### src/rtl/display_pkg.sv
`default_nettype none
// ----------------------------------------------------------------------------
// display_pkg - shared state type and helpers for the hex display scheduler
// Rev 1.0
// ----------------------------------------------------------------------------
package display_pkg;

   typedef enum logic [1:0] {
      SEEK  = 2'd0,
      SHOW  = 2'd1,
      EMPTY = 2'd2
   } state_e;

   localparam int unsigned PAGE_W_MAX = 3;

   function automatic int unsigned page_width(input int unsigned n);
      int unsigned w;
      w = (n < 2) ? 1 : $clog2(n);
      return (w > PAGE_W_MAX) ? PAGE_W_MAX : w;
   endfunction

   // Digit k blanks when it and every more significant nibble are zero.
   function automatic logic [3:0] lz_blank(input logic [15:0] v, input logic en);
      logic [3:0] b;
      b[3] = en & (v[15:12] == 4'h0);
      b[2] = b[3] & (v[11:8] == 4'h0);
      b[1] = b[2] & (v[7:4] == 4'h0);
      b[0] = 1'b0;
      return b;
   endfunction

endpackage
`default_nettype wire

### src/rtl/button_debouncer.sv
`default_nettype none
// ----------------------------------------------------------------------------
// button_debouncer - synchronize, debounce and pulse on press of an active-low KEY
// Rev 1.0
// ----------------------------------------------------------------------------
module button_debouncer #(
   parameter int unsigned DEBOUNCE_CYCLES = 500000
) (
   input  logic clk,
   input  logic rst,
   input  logic btn_n_i,
   output logic press_o
);

   localparam int unsigned CNT_W = $clog2(DEBOUNCE_CYCLES + 1);
   localparam logic [CNT_W-1:0] CNT_LAST = CNT_W'(DEBOUNCE_CYCLES - 1);

   logic [1:0]       sync_q;
   logic             level_q, level_d;
   logic             press_q, press_d;
   logic [CNT_W-1:0] cnt_q, cnt_d;

   always_ff @(posedge clk or posedge rst) begin
      if (rst) begin
         sync_q  <= 2'b11;
         level_q <= 1'b1;
         cnt_q   <= '0;
         press_q <= 1'b0;
      end else begin
         sync_q  <= {sync_q[0], btn_n_i};
         level_q <= level_d;
         cnt_q   <= cnt_d;
         press_q <= press_d;
      end
   end

   // Any sample equal to the accepted level restarts the stability count.
   always_comb begin
      level_d = level_q;
      cnt_d   = '0;
      press_d = 1'b0;
      if (sync_q[1] != level_q) begin
         if (cnt_q == CNT_LAST) begin
            level_d = sync_q[1];
            press_d = ~sync_q[1];
         end else begin
            cnt_d = cnt_q + CNT_W'(1);
         end
      end
   end

   assign press_o = press_q;

endmodule
`default_nettype wire

### src/rtl/hex_display_scheduler.sv
`default_nettype none
// ----------------------------------------------------------------------------
// hex_display_scheduler - pages four hex digits across several 16-bit debug sources
// Rev 1.0
// ----------------------------------------------------------------------------
module hex_display_scheduler
   import display_pkg::*;
#(
   parameter int unsigned NUM_SRC         = 4,
   parameter int unsigned DEBOUNCE_CYCLES = 500000,
   parameter int unsigned ROTATE_CYCLES   = 50000000
) (
   input  logic                              clk,
   input  logic                              rst,
   input  logic [16*NUM_SRC-1:0]             src_data,
   input  logic [NUM_SRC-1:0]                src_valid,
   input  logic                              next_btn_n,
   input  logic                              auto_en,
   input  logic                              freeze,
   input  logic                              blank_lz,
   output logic [15:0]                       digit_nib,
   output logic [3:0]                        digit_blank,
   output logic [page_width(NUM_SRC)-1:0]    page,
   output logic                              page_valid
);

   localparam int unsigned       PAGE_W    = page_width(NUM_SRC);
   localparam logic [PAGE_W-1:0] LAST_PAGE = PAGE_W'(NUM_SRC - 1);
   localparam int unsigned       ROT_W     = $clog2(ROTATE_CYCLES + 1);
   localparam logic [ROT_W-1:0]  ROT_LAST  = ROT_W'(ROTATE_CYCLES - 1);

   state_e            state_q, state_d;
   logic [PAGE_W-1:0] page_q, page_d;
   logic [PAGE_W-1:0] seek_cnt_q, seek_cnt_d;
   logic [15:0]       snap_q, snap_d;
   logic              page_valid_q;
   logic [ROT_W-1:0]  rot_cnt_q, rot_cnt_d;
   logic              tick_q, tick_d;

   logic              press_w;
   logic              advance_w;
   logic              rot_run_w;
   logic              cur_valid_w;
   logic [15:0]       cur_data_w;
   logic [PAGE_W-1:0] page_inc_w;

   button_debouncer #(
      .DEBOUNCE_CYCLES(DEBOUNCE_CYCLES)
   ) u_next_btn (
      .clk     (clk),
      .rst     (rst),
      .btn_n_i (next_btn_n),
      .press_o (press_w)
   );

   assign cur_data_w  = src_data[{page_q, 4'h0} +: 16];
   assign cur_valid_w = src_valid[page_q];
   assign page_inc_w  = (page_q == LAST_PAGE) ? '0 : page_q + PAGE_W'(1);
   assign advance_w   = (press_w | tick_q) & ~freeze;
   assign rot_run_w   = auto_en & (state_q == SHOW) & ~freeze & ~advance_w;

   // The tick is registered, so one rotate period is ROTATE_CYCLES in SHOW
   // plus the advance cycle and the SEEK cycle.
   always_comb begin
      rot_cnt_d = '0;
      tick_d    = 1'b0;
      if (rot_run_w) begin
         if (rot_cnt_q == ROT_LAST) begin
            tick_d = 1'b1;
         end else begin
            rot_cnt_d = rot_cnt_q + ROT_W'(1);
         end
      end
   end

   always_comb begin
      state_d    = state_q;
      page_d     = page_q;
      seek_cnt_d = seek_cnt_q;
      snap_d     = snap_q;
      case (state_q)
         SEEK: begin
            if (cur_valid_w) begin
               state_d = SHOW;
            end else begin
               page_d     = page_inc_w;
               seek_cnt_d = seek_cnt_q + PAGE_W'(1);
               if (seek_cnt_q == LAST_PAGE) begin
                  state_d    = EMPTY;
                  seek_cnt_d = '0;
               end
            end
         end
         SHOW: begin
            if (!freeze) begin
               snap_d = cur_data_w;
               if (advance_w) begin
                  page_d     = page_inc_w;
                  state_d    = SEEK;
                  seek_cnt_d = '0;
               end else if (!cur_valid_w) begin
                  state_d    = SEEK;
                  seek_cnt_d = '0;
               end
            end
         end
         EMPTY: begin
            if (|src_valid) begin
               state_d    = SEEK;
               seek_cnt_d = '0;
            end
         end
         default: begin
            state_d    = SEEK;
            seek_cnt_d = '0;
         end
      endcase
   end

   always_ff @(posedge clk or posedge rst) begin
      if (rst) begin
         state_q      <= SEEK;
         page_q       <= '0;
         seek_cnt_q   <= '0;
         snap_q       <= 16'h0;
         page_valid_q <= 1'b0;
         rot_cnt_q    <= '0;
         tick_q       <= 1'b0;
      end else begin
         state_q      <= state_d;
         page_q       <= page_d;
         seek_cnt_q   <= seek_cnt_d;
         snap_q       <= snap_d;
         page_valid_q <= (state_d == SHOW);
         rot_cnt_q    <= rot_cnt_d;
         tick_q       <= tick_d;
      end
   end

   assign digit_nib   = snap_q;
   assign digit_blank = (state_q == SHOW) ? lz_blank(snap_q, blank_lz) : 4'hF;
   assign page        = page_q;
   assign page_valid  = page_valid_q;

endmodule
`default_nettype wire

### config.mk
export PLATFORM = sky130hd
export DESIGN_NAME = hex_display_scheduler
export DESIGN_NICKNAME = d
export VERILOG_FILES = /design/src/rtl/display_pkg.sv /design/src/rtl/button_debouncer.sv /design/src/rtl/hex_display_scheduler.sv
export SDC_FILE = /design/constraint.sdc
export NUM_CORES = 1
export LEC_CHECK = 0
export BUFFER_PORTS_ARGS = -buffer_cell sky130_fd_sc_hd__clkbuf_2
export CORE_MARGIN = 3
export CORE_UTILIZATION = 51
export DETAILED_ROUTE_END_ITERATION = 8
export PLACE_DENSITY = 0.75
export SYNTH_ARGS = -nofsm -noshare
export SYNTH_HDL_FRONTEND = slang
export SYNTH_SLANG_ARGS = --single-unit
### constraint.sdc
create_clock -name clk -period 3.19 [get_ports clk]
set_input_delay 0.7975 -clock clk [delete_from_list [all_inputs] [get_ports clk]]
set_output_delay 0.7975 -clock clk [all_outputs]
set_load 0.05 [all_outputs]
==> metrics.txt <==
starting density of the core=0.531; share of the synthesized area in the top cell type=0.450; number of antenna repair diodes=0; number of flops mapped to enable cells by yosys=0; share of async-settable or async-resettable flops after synthesis=1.00; clock slew seen by the registers of the worst setup and hold paths=around 0.07 ns; CTS Root Buffer Type=clkbuf_8; count of state elements after synthesis=73; sequential element share of the synthesized area=0.471; Total Wirelength=around 8.8 mm; non-filler cells, final=556; # IOs=97; clock net sink count=73; worst-case register-to-register setup slack=0.88 ns; global-route wire length before repair=approximately 15 mm; cell types occupying the most area after synthesis=dfrtp_1 (45%), mux4_2 (9.8%), mux2_2 (5.5%); PD cells=732 nW/um^2; number of optimization iterations in the first detailed-route pass=4; setup slack of the critical path after layout=between 0.6 and 0.7 ns; number of max-cap violations=0; area overhead of the layout relative to synthesis=20.0%; worst IR drop on VDD=just under 0.0006 V; final hold violation count=0; number of global-route vias before repair=3,127; gr ovfl total=0; number of input and output port buffers inserted=96; clock tree from TritonCTS=done; tightest slew margin relative to the limit=0.480; primary flip-flop cell chosen by synthesis mapping=dfrtp_1; Mapped Nets=431; Hold Startpoint=u_next_btn.sync_q[0]; leading cell type by number of instances after synthesis=dfrtp_1; Worst R2R Path Depth=4; number of antenna violations at the first check in global routing=0; end of the worst hold path=u_next_btn.sync_q[1]; number of nets still failing antenna checks after routing=0; Detailed Route Iter0 Violations=about 140; number of buffers inserted by hold repair at cts=0; layout cell share with drive strength beyond 1=0.370; Syn Area/Cell=11.0 sq um; Remaining DRCs=0; number of cells traversed by the worst hold path=0; worst setup path startpoint=digit_nib[4]; average via count per standard cell=around 5.6; type of the most critical hold path=flop to flop; final RePlAce weighted congestion=between 0.8 and 0.9; # resized after CTS=0; Clock Path Buffers=2; maximum clock frequency=388 MHz; transition time of the tightest slew-check pin=roughly 0.78 ns; type of element capturing the critical path=output port; Post-Route Skew=0.0114 ns; clock buffer count from CTS=9; data arrival time of the critical path=1.78 ns; Netlist Area Pre-Place=3890 sq um; number of distinct library cell variants in the gate-level netlist after synthesis=between 40 and 50; unrepaired setup endpoints after global routing=false; vertical extent of the die=between 90 and 100 um; pre-CTS setup slack=0.789 ns; H-tree level count=3; setup fix buffers added after clock tree synthesis=0; setup violators final=0; Setup Total Neg Slack=0 ns; Worst Setup Start Kind=flop; detailed placer's ending HPWL=6.64 mm; cell type contributing the most total cell area after synthesis=dfrtp_1; via count=around 3,100; horizontal die dimension=93.3 um; type of the worst setup path=flop to output port; clock insertion delay at the later pin of the skew report=about 0.35 ns; Yosys warning count=0; number of placed instances with taps included=540; static leakage power=0.00197 uW; area of the die=8710 sq um; most frequent cells after synthesis=dfrtp_1 (70), nor2_1 (39), nand2_1 (22), mux2_2 (19), xnor2_1 (18); synthesized netlist cell count=353; required time at the worst-slack endpoint=2.39 ns; final cycle utilization of the critical path=0.808; critical path peak fanout=3; Core Box Area=7330 sq um; Crit Reg-Reg Startpoint=rot_cnt_q[3]; largest net degree at the start of global routing=28; status=finished clean; total count of max-transition violations in the final report=0; # rows=31; GRT Resource Usage Total=0.215; post-detailed-route wirelength per cell=15.8 um; clock period minus final worst setup slack=2.58 ns; # nets final=530; capturing point of the worst reg2reg path=rot_cnt_q[3]
-- sequential cells by signal, indices dropped and copies added, names as in the netlist --
signal / cells
digit_nib: 16
u_next_btn.cnt_q: 19
page: 2
seek_cnt_q: 2
tick_q: 1
rot_cnt_q: 26
state_q: 2
u_next_btn.press_o: 1
u_next_btn.sync_q: 2
u_next_btn.level_q: 1
page_valid: 1
-- power by group --
part | switching (uW) | internal, uW
clock | 343 | 383
combinational | 951 | 543
sequential | 117 | 1080
total | 1410 | 2000
-- cells by family (layout without fill, tap and decap cells) --
family,count (synthesis),in the layout,share of synthesized area
muxes,37,37,0.156
AOI/OAI and AO/OA,42,42,0.0646
adders and majority gates,4,4,0.0129
DFF,73,73,0.471
and+or+nand+nor,147,147,0.208
buffers and inverters,23,127,0.0267
xor gates and xnor gates,27,27,0.0608
-- worst max-delay path by stage --
stage / endpoint / slack (ns)
global route: digit_blank[1] / 0.51
finish: digit_blank[1] / 0.61
detailed placement: page[1] / 0.79
global placement: page[1] / 0.82
CTS: digit_blank[1] / 0.59
floorplan: digit_blank[1] / 0.18
-- layer usage --
metal | GRT usage | share of wire | wire length (um)
met1 | 0.263 | 0.43 | 3790
met5 | 0 | 0 | 0
met2 | 0.369 | 0.53 | 4630
met3 | 0.0515 | 0.025 | 223
met4 | 0.0769 | 0.018 | 161
-- stage by stage --
| stage | area [sq um] | hold slack, ns | total power (uW) | util |
|---|---|---|---|---|
| global placement | 4470 | 0.346 | 2680 | 0.610 |
| finish | 4670 | 0.358 | 3420 | 0.637 |
| CTS | 4670 | 0.359 | 3450 | 0.637 |
| detailed placement | 4470 | 0.348 | 2730 | 0.610 |
| global route | 4670 | 0.361 | 3600 | 0.637 |
| floorplan | 3890 | 0.345 | 2370 | - |
-- placed cells by master (no fill, tap or decap), drive strengths merged, types with 2 or more instances in the layout --
cell type  count
or2            5
nor3b          2
or3            6
or4           12
and3           2
nand3         16
a21oi         15
nand2         23
dfrtp         70
o21ai         12
nand4b         2
ha             4
clkinvlp       3
clkbuf       108
nor4          11
mux2          19
nor3           7
buf            6
nor4b          3
nor2          39
and4           4
mux4          17
dfstp          3
nand4         11
xor2           9
a21o           2
xnor2         18
inv            9
o31ai         10
-- critical path, cell delays in order, from the launching register on --
cell and delay, ns:
dfrtp_1 0.42, or4_1 0.54, o21ai_0 0.18, clkbuf_2 0.30
-- cell type report --
cell class,instances,area (sq um)
multi-input combinational,257,1960
timing repair buffer,102,526
clock buffer,12,145
inverter,9,33.8
fill,596,2660
clock inverter,4,52.6
sequential,73,1830
tap,99,124
(Power assumes the default switching activity.)
